### config.mk
export PLATFORM = sky130hd
export DESIGN_NAME = invntt_sched
export DESIGN_NICKNAME = d
export VERILOG_FILES = /design/src/rtl/kyber_ctrl_pkg.sv /design/src/rtl/rr_arbiter.sv /design/src/rtl/invntt_sched.sv
export SDC_FILE = /design/constraint.sdc
export NUM_CORES = 1
export LEC_CHECK = 0
export CORE_ASPECT_RATIO = 0.75
export CORE_MARGIN = 10
export CORE_UTILIZATION = 50
export DETAILED_ROUTE_END_ITERATION = 10
export GPL_TIMING_DRIVEN = 0
export PLACE_DENSITY = 0.8
export SETUP_SLACK_MARGIN = 0.02
export SLEW_MARGIN = 5
export SYNTH_ARGS = -nofsm -noshare
export SYNTH_HDL_FRONTEND = slang
export SYNTH_SLANG_ARGS = --single-unit
### constraint.sdc
create_clock -name clk -period 2.7 [get_ports clk]
set_clock_uncertainty 0.15 [all_clocks]
set_input_delay 0.405 -clock clk [delete_from_list [all_inputs] [get_ports clk]]
set_output_delay 0.405 -clock clk [all_outputs]
set_load 0.01 [all_outputs]
### src/rtl/kyber_ctrl_pkg.sv
// ============================================================================
// Module      : kyber_ctrl_pkg
// Description : Shared definitions for the Kyber core schedulers: one-hot
//               scheduler state encoding, default phase timeout and the
//               requester-ID width helper.
// Revision    : 1.0 - initial release
// ============================================================================
`default_nettype none

package kyber_ctrl_pkg;

  // Default per-phase cycle limit before a job is aborted
  localparam int TIMEOUT_DEFAULT = 1024;

  // One-hot scheduler states
  typedef enum logic [6:0] {
    S_IDLE    = 7'b000_0001,
    S_ARB     = 7'b000_0010,
    S_LOAD    = 7'b000_0100,
    S_CALC    = 7'b000_1000,
    S_DRAIN   = 7'b001_0000,
    S_RELEASE = 7'b010_0000,
    S_ABORT   = 7'b100_0000
  } sched_state_t;

  // Width of a requester index; never narrower than one bit
  function automatic int id_width(input int n);
    return (n > 1) ? $clog2(n) : 1;
  endfunction

endpackage

`default_nettype wire

### src/rtl/rr_arbiter.sv
// ============================================================================
// Module      : rr_arbiter
// Description : Combinational round-robin pick: first asserted request at or
//               after the pointer, wrapping around.
// Ports       : req        in  NREQ  request vector
//               ptr        in  IDW   search start index
//               gnt_onehot out NREQ  one-hot winner (0 if none)
//               gnt_id     out IDW   winner index (0 if none)
//               any        out 1     at least one request present
// Revision    : 1.0 - initial release
// ============================================================================
`default_nettype none

module rr_arbiter #(
  parameter int NREQ = 4,
  parameter int IDW  = 2
) (
  input  logic [NREQ-1:0] req,
  input  logic [IDW-1:0]  ptr,
  output logic [NREQ-1:0] gnt_onehot,
  output logic [IDW-1:0]  gnt_id,
  output logic            any
);

  logic [IDW-1:0] sel;

  always_comb begin
    gnt_onehot = '0;
    gnt_id     = '0;
    any        = 1'b0;
    sel        = '0;
    for (int i = 0; i < NREQ; i++) begin
      sel = IDW'((int'(ptr) + i) % NREQ);
      if (!any && req[sel]) begin
        any             = 1'b1;
        gnt_onehot[sel] = 1'b1;
        gnt_id          = sel;
      end
    end
  end

endmodule

`default_nettype wire

### src/rtl/invntt_sched.sv
// ============================================================================
// Module      : invntt_sched
// Description : Round-robin job scheduler sharing one inverse-NTT core among
//               NREQ requesters. Sequences readin / compute / readout, pulses
//               completion, and aborts (core reset) on a per-phase timeout.
// Ports       : clk, reset (sync, active-low)
//               req[NREQ]          level requests
//               grant[NREQ], grant_id  current owner (0 when idle)
//               job_done[NREQ]     completion pulse on owner bit
//               err                timeout-abort pulse
//               busy               owner present
//               core_set, core_rst core enable / reset
//               core_readin, core_cal_en, core_readout   phase commands
//               core_readin_ok, core_full_in, core_full_out, core_done  status
// Revision    : 1.0 - initial release
// ============================================================================
`default_nettype none

module invntt_sched
  import kyber_ctrl_pkg::*;
#(
  parameter int NREQ    = 4,
  parameter int TIMEOUT = TIMEOUT_DEFAULT
) (
  input  logic                      clk,
  input  logic                      reset,
  input  logic [NREQ-1:0]           req,
  output logic [NREQ-1:0]           grant,
  output logic [id_width(NREQ)-1:0] grant_id,
  output logic [NREQ-1:0]           job_done,
  output logic                      err,
  output logic                      busy,
  output logic                      core_set,
  output logic                      core_rst,
  output logic                      core_readin,
  output logic                      core_cal_en,
  output logic                      core_readout,
  input  logic                      core_readin_ok,
  input  logic                      core_full_in,
  input  logic                      core_full_out,
  input  logic                      core_done
);

  localparam int IDW = id_width(NREQ);

  sched_state_t    state, state_nxt;
  logic [15:0]     cnt;
  logic [IDW-1:0]  rr_ptr;
  logic            readin_seen, readin_seen_nxt;
  logic            abort_2nd;
  logic            timeout_hit;
  logic            entering;
  logic            phase_st;
  logic [NREQ-1:0] arb_gnt;
  logic [IDW-1:0]  arb_id;
  logic            arb_any;
  logic [IDW-1:0]  ptr_inc;

  rr_arbiter #(.NREQ(NREQ), .IDW(IDW)) u_arb (
    .req        (req),
    .ptr        (rr_ptr),
    .gnt_onehot (arb_gnt),
    .gnt_id     (arb_id),
    .any        (arb_any)
  );

  assign timeout_hit = (cnt == 16'(TIMEOUT - 1));
  assign ptr_inc     = (grant_id == IDW'(NREQ - 1)) ? '0 : grant_id + IDW'(1);
  assign entering    = (state_nxt != state);
  assign phase_st    = (state == S_LOAD) || (state == S_CALC) ||
                       (state == S_DRAIN) || (state == S_RELEASE);

  // readin handshake flag lives only while LOAD persists
  assign readin_seen_nxt = (state == S_LOAD && state_nxt == S_LOAD) ?
                           (readin_seen | core_readin_ok) : 1'b0;

  always_comb begin
    state_nxt = state;
    case (state)
      S_IDLE:    if (|req) state_nxt = S_ARB;
      S_ARB:     state_nxt = arb_any ? S_LOAD : S_IDLE;
      S_LOAD: begin
        // full_in only counts once the readin handshake has completed
        if (readin_seen && core_full_in) state_nxt = S_CALC;
        else if (timeout_hit)            state_nxt = S_ABORT;
      end
      S_CALC: begin
        if (core_done)        state_nxt = S_DRAIN;
        else if (timeout_hit) state_nxt = S_ABORT;
      end
      S_DRAIN: begin
        if (core_full_out)    state_nxt = S_RELEASE;
        else if (timeout_hit) state_nxt = S_ABORT;
      end
      S_RELEASE: begin
        if (!core_done)       state_nxt = S_IDLE;
        else if (timeout_hit) state_nxt = S_ABORT;
      end
      S_ABORT:   if (abort_2nd) state_nxt = S_IDLE;
      default:   state_nxt = S_IDLE;
    endcase
  end

  // All outputs are registered from the next-state decision so they line up
  // with the state they describe.
  always_ff @(posedge clk) begin
    if (!reset) begin
      state        <= S_IDLE;
      cnt          <= '0;
      rr_ptr       <= '0;
      readin_seen  <= 1'b0;
      abort_2nd    <= 1'b0;
      grant        <= '0;
      grant_id     <= '0;
      job_done     <= '0;
      err          <= 1'b0;
      busy         <= 1'b0;
      core_set     <= 1'b0;
      core_rst     <= 1'b1;
      core_readin  <= 1'b0;
      core_cal_en  <= 1'b0;
      core_readout <= 1'b0;
    end else begin
      state       <= state_nxt;
      cnt         <= (entering || !phase_st) ? 16'd0 : cnt + 16'd1;
      readin_seen <= readin_seen_nxt;
      abort_2nd   <= (state == S_ABORT) && (state_nxt == S_ABORT);

      if (state == S_ARB && arb_any) begin
        grant    <= arb_gnt;
        grant_id <= arb_id;
      end else if (state_nxt == S_IDLE) begin
        grant    <= '0;
        grant_id <= '0;
      end

      if (entering && (state_nxt == S_RELEASE || state_nxt == S_ABORT))
        rr_ptr <= ptr_inc;

      job_done     <= (entering && state_nxt == S_RELEASE) ? grant : '0;
      err          <= entering && (state_nxt == S_ABORT);
      busy         <= !(state_nxt == S_IDLE || state_nxt == S_ARB);
      core_set     <= 1'b1;
      core_rst     <= (state_nxt == S_ABORT);
      core_readin  <= (state_nxt == S_LOAD) && !readin_seen_nxt;
      core_cal_en  <= (state_nxt == S_CALC);
      core_readout <= (state_nxt == S_DRAIN);
    end
  end

endmodule

`default_nettype wire

==> out/results.ini <==
[power_and_ir_drop]
power_frac_clock_pct=36.8
p_sw_share_pct=26.5
leakage_uw=0.00110
internal_power_uw=1060
vdd_ir_drop_max_uv=348
p_sw_uw=384
pwr-share-comb_pct=15.7
powerDensity_nw_per_um2=476
pwr-share-seq_pct=47.5

[sta]
period_needed_ns=2.61
rsz0062_at_grt=false
tightest_slew_ns=0.616
slew_violations=0
setup_slack_ns=0.0853
setup_viol=0
maxSlewHeadroom_pct=57.8
max_freq_mhz=382
fin_crit_sh_pct=96.8
hold_viol_final=0

[final_layout]
diodes=0
postLayoutCoreUtil_pct=62.8
final_common_cell=dfxtp_1
syn2layout_area_growth_pct=22.3
multi_input_area_um2=1530
final_cell_mix=dfxtp_1, clkdlybuf4s50_1, nor2_1
nets=336
seqCellArea_um2=886
drive_gt1_share_pct=16.0
n_fill_cell=393

[critical_path]
cp.required_ns=2.80
slowest_delay_ns=0.56
cp.arrival_ns=2.71
crit_slowest_cell=or4_1
startpoint_type=input port
cp_cell_sequence=clkdlybuf4s50_1 -> or4_1 -> nor3_1 -> o21ai_1 -> o21ai_2 -> or3b_1 -> buf_6 -> buf_12 -> nor2_4
end_kind=flip-flop
critical_path_class=in2reg
path_max_fanout=10

[yosys]
ys_seq_area_share_pct=35.4
syn-instance-count=280
synth_area_per_cell_um2=8.88
synthArstFlopShare_pct=0
synth-main-ff-cell=dfxtp_1
syn-num-nets=299
syn_area_um2=2490
yosysTopAreaCellShare_pct=35.4
yosysWarningCount=0
synth.distinct_cells=59
synth_seq_cells=44
yosys-top-cells-area=dfxtp_1, ha_1, xor2_1
synth-edff-count=0
yosysTopAreaCell=dfxtp_1

[clock_network]
clkSinkCount=44
hold_buffers=0
cts_made_buffers=5
clock_latency_ns=0.30
cts_tree=done
cts_buffer_depth=2
h-tree-depth=2
root_buffer=clkbuf_8
clk_pin_slew_worst_paths_ns=0.08

[global_routing]
overflow=0
globalRouteTotalUtil_pct=14.0
antenna_found_initial=0
grt_max_degree=15
grt_pass1_vias=1990
grt_pass1_wl_mm=9.51

[drt]
vias=2198
top_layer=met4
met1_length_mm=2.62
firstDrtPassIters=5
drcViolationCount=0
drt-total-wl_mm=5.80
antenna_left=0
routedWlPerCell_um=15.3
vias_per_cell=5.81
wl_met2_mm=2.58
drt_iter0_markers=143
routed-wl-met3_um=527

[floorplanning]
initial_core_util_pct=51.3
ioPinCount=27
die_area_um2=8230
die_w_um=101
core_area_um2=4840
die_height_um=81.1
num_rows=22

[placement]
numPortBuffers=26
gp_congestion=0.886
dp_hpwl_mm=4.17
preCtsSetupSlack_ns=-0.398

[job]
cap_violations=0

[outcome]
outcome=finished, final reports clean

[worst_hold_path]
hp-class=reg2reg

cells in the mapped netlist, types with 3 or more instances:
| library cell | count |
|---|---|
| ha_1 | 9 |
| clkbuf_1 | 10 |
| and3_1 | 5 |
| mux2i_1 | 3 |
| dfxtp_1 | 44 |
| or4_1 | 4 |
| o21ai_0 | 7 |
| o2bb2ai_1 | 5 |
| nor2_4 | 8 |
| nand2_1 | 20 |
| and2_1 | 5 |
| buf_2 | 3 |
| or3_1 | 4 |
| a22o_1 | 5 |
| nand2b_1 | 3 |
| nor4_1 | 5 |
| nor2_1 | 24 |
| xor2_1 | 12 |
| xnor2_1 | 4 |
| o211ai_1 | 4 |
| nand3_1 | 9 |
| a21oi_1 | 9 |
| a221oi_1 | 8 |
| inv_1 | 9 |
| o31ai_1 | 3 |
| nor2b_1 | 10 |
| nand4_1 | 3 |
| nor3_1 | 5 |
metal layers:
| layer | track usage [%] | vias to the layer above |
|---|---|---|
| li1 | - | 1091 |
| met1 | 18.9 | 1023 |
| met2 | 20.5 | 77 |
| met3 | 5.00 | 7 |
| met4 | 4.44 | 0 |
| met5 | 0 | - |
stage by stage:
step	std cells	setup TNS, ns	hold WS, ns	area, um2	total power [uW]
after floorplan	280	0	0.283	2490	843
after global placement	366	-4.68	0.302	2820	914
after detailed placement	366	-5.39	0.309	2820	919
after CTS	373	0	0.330	2950	1450
after global routing	378	0	0.370	3040	1510
final	378	0	0.326	3040	1450
sequential cells by signal (all words and copies together), names as in the netlist:
signal / count
abort_2nd: 1
busy: 1
cnt: 16
core_cal_en: 1
core_readin: 1
core_readout: 1
core_rst: 1
core_set: 1
err: 1
grant: 4
grant_id: 2
job_done: 4
readin_seen: 1
rr_ptr: 2
state: 7
cell families after synthesis:
group,after synthesis,share of synthesized area [%]
buffers and inverters,26,5.33
muxes,6,3.02
xor gates and xnor gates,16,5.63
DFF,44,35.4
and+or+nand+nor,124,29.7
adders and majority gates,9,4.53
AOI/OAI and AO/OA,55,16.4
timing repair:
action | CTS | global route
gates resized for setup | 4 | 14
pin swaps | 0 | 3
setup buffers | 0 | 5
endpoints found under the setup margin | 5 | 25
final cells by class:
| cell class | count | share of cell area [%] |
|---|---|---|
| inverters | 10 | 1.23 |
| flip-flops and latches | 44 | 29.1 |
| well taps | 60 | 2.47 |
| clock inverters | 2 | 1.28 |
| multi-input cells | 210 | 50.2 |
| repair buffers | 31 | 9.87 |
| plain buffers | 15 | 3.13 |
| clock buffers | 6 | 2.71 |
critical path, delay by kind of cell:
family	cells	cell delay (ns)
and+or+nand+nor	4	1.25
buffers and inverters	3	0.71
AOI/OAI and AO/OA	2	0.34
power by group through the flow:
stage | clock (uW) | combinational [uW] | sequential, uW
2_1_floorplan | 0 | 139 | 704
3_3_place_gp | 0 | 210 | 704
3_5_place_dp | 0 | 215 | 704
4_1_cts | 548 | 217 | 689
5_1_grt | 568 | 248 | 691
6_report | 533 | 227 | 687
path summary, 6_finish.rpt:
check / from / endpoint / slack, ns / depth (start not counted)
max: req[1] / cnt[4]$_SDFF_PP0_ / 0.09 / 9
min: cnt[0]$_SDFF_PP0_ / cnt[0]$_SDFF_PP0_ / 0.33 / 1
max reg2reg: rr_ptr[0]$_SDFFE_PN0P_ / grant_id[0]$_SDFFE_PN0P_ / 0.15 / 9
min reg2reg: cnt[0]$_SDFF_PP0_ / cnt[0]$_SDFF_PP0_ / 0.33 / 1
Power figures use the tool's default switching activity.
